[src/rtl/layer_compositor.sv]
// Raster-scan compositor: issues pixel requests, waits READ_LATENCY cycles for
// layer/cursor data, then picks the highest-priority opaque source per pixel.
module layer_compositor #(
  parameter int WIDTH        = 640,
  parameter int HEIGHT       = 480,
  parameter int LAYERS       = 4,
  parameter int COLOR_WIDTH  = 4,
  parameter int READ_LATENCY = 1,
  parameter int TRANSPARENT  = 0,
  localparam int XW = (WIDTH  > 1) ? $clog2(WIDTH)  : 1,
  localparam int YW = (HEIGHT > 1) ? $clog2(HEIGHT) : 1,
  localparam int AW = (LAYERS > 1) ? $clog2(LAYERS) : 1
) (
  input  logic                          clk,
  input  logic                          reset,
  input  logic                          enable,
  input  logic                          solo,
  input  logic [AW-1:0]                 active_layer,
  input  logic [LAYERS-1:0]             visible,
  input  logic                          cursor_visible,
  input  logic [COLOR_WIDTH-1:0]        background_color,
  input  logic [LAYERS*COLOR_WIDTH-1:0] layer_colors,
  input  logic [COLOR_WIDTH-1:0]        cursor_color,
  output logic [XW-1:0]                 request_x,
  output logic [YW-1:0]                 request_y,
  output logic [XW-1:0]                 render_x,
  output logic [YW-1:0]                 render_y,
  output logic [COLOR_WIDTH-1:0]        render_color,
  output logic                          render_valid,
  output logic                          frame_done
);

  localparam logic [COLOR_WIDTH-1:0] TRANSP = COLOR_WIDTH'(TRANSPARENT);
  localparam logic [XW-1:0]          X_LAST = XW'(WIDTH - 1);
  localparam logic [YW-1:0]          Y_LAST = YW'(HEIGHT - 1);

  logic [XW-1:0] req_x_q, req_x_d;
  logic [YW-1:0] req_y_q, req_y_d;

  always_comb begin
    req_x_d = req_x_q;
    req_y_d = req_y_q;
    if (enable) begin
      if (req_x_q == X_LAST) begin
        req_x_d = '0;
        req_y_d = (req_y_q == Y_LAST) ? '0 : req_y_q + YW'(1);
      end else begin
        req_x_d = req_x_q + XW'(1);
      end
    end
  end

  // Delay line: each slot carries the request coordinate until its data returns.
  logic          pipe_valid_q [READ_LATENCY];
  logic          pipe_valid_d [READ_LATENCY];
  logic [XW-1:0] pipe_x_q     [READ_LATENCY];
  logic [XW-1:0] pipe_x_d     [READ_LATENCY];
  logic [YW-1:0] pipe_y_q     [READ_LATENCY];
  logic [YW-1:0] pipe_y_d     [READ_LATENCY];

  generate
    for (genvar gi = 0; gi < READ_LATENCY; gi++) begin : g_pipe
      if (gi == 0) begin : g_head
        assign pipe_valid_d[gi] = enable;
        assign pipe_x_d[gi]     = req_x_q;
        assign pipe_y_d[gi]     = req_y_q;
      end else begin : g_tail
        assign pipe_valid_d[gi] = pipe_valid_q[gi-1];
        assign pipe_x_d[gi]     = pipe_x_q[gi-1];
        assign pipe_y_d[gi]     = pipe_y_q[gi-1];
      end
    end
  endgenerate

  logic          exit_valid;
  logic [XW-1:0] exit_x;
  logic [YW-1:0] exit_y;

  assign exit_valid = pipe_valid_q[READ_LATENCY-1];
  assign exit_x     = pipe_x_q[READ_LATENCY-1];
  assign exit_y     = pipe_y_q[READ_LATENCY-1];

  // An out-of-range active_layer never matches any index, leaving only cursor/background.
  logic [LAYERS-1:0] layer_on;

  generate
    for (genvar gi = 0; gi < LAYERS; gi++) begin : g_layer
      assign layer_on[gi] = (solo ? (active_layer == AW'(gi)) : visible[gi]) &&
                            (layer_colors[gi*COLOR_WIDTH +: COLOR_WIDTH] != TRANSP);
    end
  endgenerate

  logic [COLOR_WIDTH-1:0] color_sel;

  always_comb begin
    color_sel = background_color;
    for (int i = 0; i < LAYERS; i++) begin
      if (layer_on[i]) color_sel = layer_colors[i*COLOR_WIDTH +: COLOR_WIDTH];
    end
    if (cursor_visible && (cursor_color != TRANSP)) color_sel = cursor_color;
  end

  logic [XW-1:0]          render_x_q, render_x_d;
  logic [YW-1:0]          render_y_q, render_y_d;
  logic [COLOR_WIDTH-1:0] render_color_q, render_color_d;
  logic                   render_valid_q, render_valid_d;
  logic                   frame_done_q, frame_done_d;

  always_comb begin
    render_valid_d = exit_valid;
    render_x_d     = render_x_q;
    render_y_d     = render_y_q;
    render_color_d = render_color_q;
    frame_done_d   = exit_valid && (exit_x == X_LAST) && (exit_y == Y_LAST);
    if (exit_valid) begin
      render_x_d     = exit_x;
      render_y_d     = exit_y;
      render_color_d = color_sel;
    end
  end

  always_ff @(posedge clk or negedge reset) begin
    if (!reset) begin
      req_x_q        <= '0;
      req_y_q        <= '0;
      render_x_q     <= '0;
      render_y_q     <= '0;
      render_color_q <= '0;
      render_valid_q <= 1'b0;
      frame_done_q   <= 1'b0;
      for (int i = 0; i < READ_LATENCY; i++) begin
        pipe_valid_q[i] <= 1'b0;
        pipe_x_q[i]     <= '0;
        pipe_y_q[i]     <= '0;
      end
    end else begin
      req_x_q        <= req_x_d;
      req_y_q        <= req_y_d;
      render_x_q     <= render_x_d;
      render_y_q     <= render_y_d;
      render_color_q <= render_color_d;
      render_valid_q <= render_valid_d;
      frame_done_q   <= frame_done_d;
      for (int i = 0; i < READ_LATENCY; i++) begin
        pipe_valid_q[i] <= pipe_valid_d[i];
        pipe_x_q[i]     <= pipe_x_d[i];
        pipe_y_q[i]     <= pipe_y_d[i];
      end
    end
  end

  assign request_x    = req_x_q;
  assign request_y    = req_y_q;
  assign render_x     = render_x_q;
  assign render_y     = render_y_q;
  assign render_color = render_color_q;
  assign render_valid = render_valid_q;
  assign frame_done   = frame_done_q;

endmodule

[config.mk]
export PLATFORM = sky130hd
export DESIGN_NAME = layer_compositor
export DESIGN_NICKNAME = d
export VERILOG_FILES = /design/src/rtl/layer_compositor.sv
export SDC_FILE = /design/constraint.sdc
export NUM_CORES = 1
export LEC_CHECK = 0
export ABC_AREA = 1
export BUFFER_PORTS_ARGS = -buffer_cell sky130_fd_sc_hd__buf_2
export CORE_AREA = 2 2 77 79
export CTS_CLUSTER_DIAMETER = 30
export DETAILED_ROUTE_END_ITERATION = 8
export DIE_AREA = 0 0 79 81
export HOLD_SLACK_MARGIN = 0.08
export PLACE_DENSITY = 0.86
export SYNTH_ARGS = -nofsm -noshare
export SYNTH_HDL_FRONTEND = slang
export SYNTH_SLANG_ARGS = --single-unit
[constraint.sdc]
create_clock -name clk -period 2.45 [get_ports clk]
set_clock_uncertainty 0.2 [all_clocks]
set_input_delay 0.1225 -clock clk [delete_from_list [all_inputs] [get_ports clk]]
set_output_delay 0.1225 -clock clk [all_outputs]
set_load 0.02 [all_outputs]
Word-level counts from Yosys, hierarchy flattened --
Cells that the tools add are included.
Cells by class: add/subtract/negate cells 2, eq/ne operators 7, muxes and demuxes 11, reduce and logical (&&, ||, !) cells 14
Operator list (count):
- $eq 10x10->1 const B | 2
- $mux 4 | 5
- $reduce_bool 4->1 | 5
- $eq 9x9->1 const B | 2
- $add 10x1->10 const B | 1
- $mux 10 | 1
- $add 9x1->9 const B | 1
- $mux 9 | 1
- $logic_and 1x1->1 | 7
- $eq 2x2->1 const B | 2
- $mux 1 | 4
- $eq 2x1->1 const B | 1
- $logic_not 2->1 | 1
- $reduce_and 2->1 | 1
Word-level totals: flip-flop bits (word level) 64, input bits 35, output and inout bits 44, word-level logic and storage cells 44

Depth between registers and ports, before layout --
depth after elaboration 8, mapped depth 13, mapped depth without buffers 13

Worst setup path after synthesis --
No wires, ideal clock.
path kind register to register, start point reg req_x_q[0], in the netlist request_x[0], end point reg req_y_q[7], in the netlist request_y[7], setup time 129 ps, arrival time 1562 ps, required time 2121 ps, path slack 559 ps, cell stages (with the launch flop) 10, buffers on the path 1, period minus slack after synthesis 1891 ps, path through dfrtp_1 > ha_1 > nand2_1 > nor2_4 > nand2_4 > nor2_4 > buf_8 > inv_2 > nor2_1 > nor3_1
Between the ends: word-level cells in the longest chain between the ends 2
Ends and longest elaborated chain:
- from (decl) | RTL line 37 | logic [XW-1:0] req_x_q, req_x_d;
- from (signal assigned) | RTL line 137 | req_x_q <= req_x_d;
- $eq 10x10->1 | RTL line 44 | if (req_x_q == X_LAST) begin
- $reduce_and 2->1 (no source line)
- to (signal assigned) | RTL line 138 | req_y_q <= req_y_d;
- to (decl) | RTL line 38 | logic [YW-1:0] req_y_q, req_y_d;
Every way passes these cells. A chain may end at the register's enable or synchronous reset.

Worst setup path after layout --
start point in cursor_color[0], end point reg render_color_q[1], in the netlist render_color[1]
Between the ends: word-level cells in the longest chain between the ends 3
Ends and longest elaborated chain:
- from (decl) | RTL line 23 | input logic [COLOR_WIDTH-1:0] cursor_color,
- $reduce_bool 4->1 | RTL line 100 | if (cursor_visible && (cursor_color != TRANSP)) color_sel = cursor_color;
- $logic_and 1x1->1 | RTL line 100
- $mux 4 | RTL line 100
- to (signal assigned) | RTL line 141 | render_color_q <= render_color_d;
- to (decl) | RTL line 105 | logic [COLOR_WIDTH-1:0] render_color_q, render_color_d;
Every way passes these cells.

==> out/results.txt <==
Status: completed
Met1 usage: 26.4%
Worst-path maximum fanout: 2
Pwr Total: 3.19 mW
H-tree depth: 3
MaxCap Viol Count: 0
Setup total negative slack: 0 ns
1st-iter DRT viols: 179
GR Overflow Total: 0
Fin nets: 463
Sink Count: 64
Setup ws final: 0.139 ns
Chip height: 81 um
Met2 global-route usage: 39.6%
Drt drc: 0
Worst EP arrival: 2.32 ns
Antenna violations before repair: 0
CORE AREA: 5680 um^2
GRT Util Overall: 22.0%
Port Buffers: 78
Hold Path Class: primary input to async pin
TritonCTS clock tree: yes
Ant. Diodes: 0
Ratio of cells with drive above 1 in the final layout: 26.5%
TritonCTS Buffers: 9
Mapped Area: 2830 um^2
Final Hold Vio Count: 0
Die area: 6400 um^2
Avg Cell Area, Syn: 8.72 um^2
Worst r2r dst: render_color[2]$_DFFE_PN0P_
GR Util met3: 4.22%
Root buf cell: clkbuf_8
Num rows: 28
Register area: 1600 um^2
Utilization after layout: 64.9%
Required @ worst endpoint: 2.46 ns
Worst-Margin Slew: 0.751 ns
GRT busiest layer: met2
Fmax: 433 MHz
DPL Wire Length: 4680 um
Starting Density: 49.9%
CTS clock-pin slew for the worst setup and hold paths: 0.07 ns
Fin crit share: 94.3%
RSZ-0062 raised after global routing: false
Final setup fails: 0
Clock Latency Late Sink: 0.33 ns
Slew headroom: 49.8%
Pwr dens: 866 nW/um^2
Area Growth Syn to Fin: 29.9%
Min Tclk post-route: 2.31 ns
Max clock buf depth: 2
Number of global-route vias before repair: 2424
Synth warnings: 0
Critical path endpoint category: flop
Critical R2R Launch: exit_valid$_DFF_PN0_
Vias after detailed routing: 2546
Sequential share of the synthesized area: 56.5%
Placed Area: 3310 um^2
# Post-CTS Setup Buffers: 0
Crit Path Class: primary input to flop
#FFs+latches synth: 64
Fin area: 3680 um^2
LEAKAGE: 1.96 nW
Routed WL: 6730 um
Synthesized Nets: 362
Setup crit start: cursor_color[0]
Slew Viols, Final: 0
Pre-antenna DRT Iters: 5
Wire per inst: 13.3 um
First-pass GRT wire length: 10900 um
Ports: 79
ANT nets after route: 0
Worst setup endpoint: render_color[1]$_DFFE_PN0P_
Post-Syn Instances: 325
Peak VDD IR: 0.000504 V
Startpoint types: primary input
Multi-input logic area: 1070 um^2
Die X: 79 um
R2r worst-path depth: 5
Post-Place Worst Slack: 0.429 ns
R2r setup slk: 0.35 ns
# fillers: 446
Gp weighted congestion: 0.819
Pin count of the biggest net entering global routing: 25
Synth unique cells: 27
Via/cell ratio: 5.03
[Yosys cell counts]
cell | number | share of area, %
a21oi_2 | 1 | 0.31
ha_1 | 2 | 0.88
nor2_4 | 3 | 1.2
buf_8 | 1 | 0.53
nand2_1 | 106 | 14
dfrtp_1 | 64 | 57
nand3_1 | 18 | 3.2
inv_2 | 2 | 0.27
nor4_1 | 4 | 0.88
inv_1 | 34 | 4.5
nand4_1 | 8 | 1.8
xnor2_1 | 2 | 0.62
nor3_1 | 6 | 1.1
nor2_2 | 1 | 0.22
a221oi_2 | 1 | 0.53
a21oi_1 | 10 | 1.8
o21ai_0 | 17 | 3.0
nor3b_1 | 2 | 0.53
nand3_4 | 1 | 0.62
nor3_2 | 1 | 0.35
xor2_1 | 4 | 1.2
clkbuf_1 | 4 | 0.53
o22ai_2 | 1 | 0.44
nand2_4 | 1 | 0.40
o21bai_1 | 1 | 0.27
nor2_1 | 26 | 3.4
or2_2 | 4 | 0.88
[per-stage QoR]
stage / hold WS (ns) / cells
finish: 0.154 / 506
global route: 0.192 / 506
CTS: 0.167 / 506
detailed placement: -0.118 / 476
global placement: -0.125 / 476
floorplan: -0.373 / 325
[routing by layer]
metal  routed length [um]  vias up
li1                     -     1243
met1                 2770     1185
met3                  464        6
met5                    0        -
met4                   82        0
met2                 3420      112
[power breakdown]
| group | switching [mW] | total, mW | internal [mW] |
|---|---|---|---|
| Sequential | 0.182 | 1.44 | 1.26 |
| Clock | 0.394 | 1.02 | 0.626 |
| Combinational | 0.468 | 0.724 | 0.256 |
| Total | 1.04 | 3.19 | 2.15 |
[registers in the layout (all words and copies together) (netlist names)]
name	count
request_x	10
render_valid	1
render_y	9
frame_done	1
exit_y	9
exit_x	10
render_color	4
exit_valid	1
request_y	9
render_x	10
[cell families (layout without fill, tap and decap cells)]
logic type / after synthesis / after routing / synth area share [%]
and+or+nand+nor: 181 / 181 / 28.6
AOI/OAI and AO/OA: 31 / 31 / 6.32
xor gates and xnor gates: 6 / 6 / 1.86
adders and majority gates: 2 / 2 / 0.883
buffers and inverters: 41 / 147 / 5.83
DFF: 64 / 64 / 56.5
[layout make-up]
class | count | area share, %
clock inverters | 5 | 2.14
flip-flops and latches | 64 | 43.5
clock buffers | 11 | 4.11
inverters | 36 | 3.67
well taps | 75 | 2.55
multi-input cells | 220 | 29.0
repair buffers | 95 | 15.0
[timing repair]
action,CTS,global route
setup endpoints to repair,0,1
gates resized for setup,0,1
hold buffers,14,0
endpoints found under the hold margin,76,0
[worst max-delay path: stages]
cell           delay, ns
dlygate4sd3_1       0.53
buf_2               0.14
nor2_1              0.11
nand2_1             0.08
nand3_1             0.07
dlygate4sd3_1       0.56
nand2_1             0.05
inv_1               0.06
a21oi_1             0.05
dlygate4sd3_1       0.55
[how the worst min path moves through the flow]
stage                               to  cells after the start  start  slack, ns
5_1_grt            exit_y[4]$_DFF_PN0_                      3  reset       0.19
3_3_place_gp   render_y[5]$_DFFE_PN0P_                      1  reset      -0.12
3_5_place_dp   render_x[6]$_DFFE_PN0P_                      1  reset      -0.12
4_1_cts            exit_y[4]$_DFF_PN0_                      3  reset       0.17
2_1_floorplan     exit_valid$_DFF_PN0_                      0  reset      -0.37
6_report           exit_y[5]$_DFF_PN0_                      3  reset       0.15
[cell usage in the layout, fill, tap and decap left out, drive strengths merged, types with 7 or more instances in the layout]
cell type    instances
nor3                 7
a21oi               11
nand3               19
clkbuf              11
o21ai               17
inv                 36
dfrtp               64
nand2              107
nand4                8
nor2                30
dlygate4sd3         14
buf                 81
Note: power is estimated with default switching activity, not from simulation.
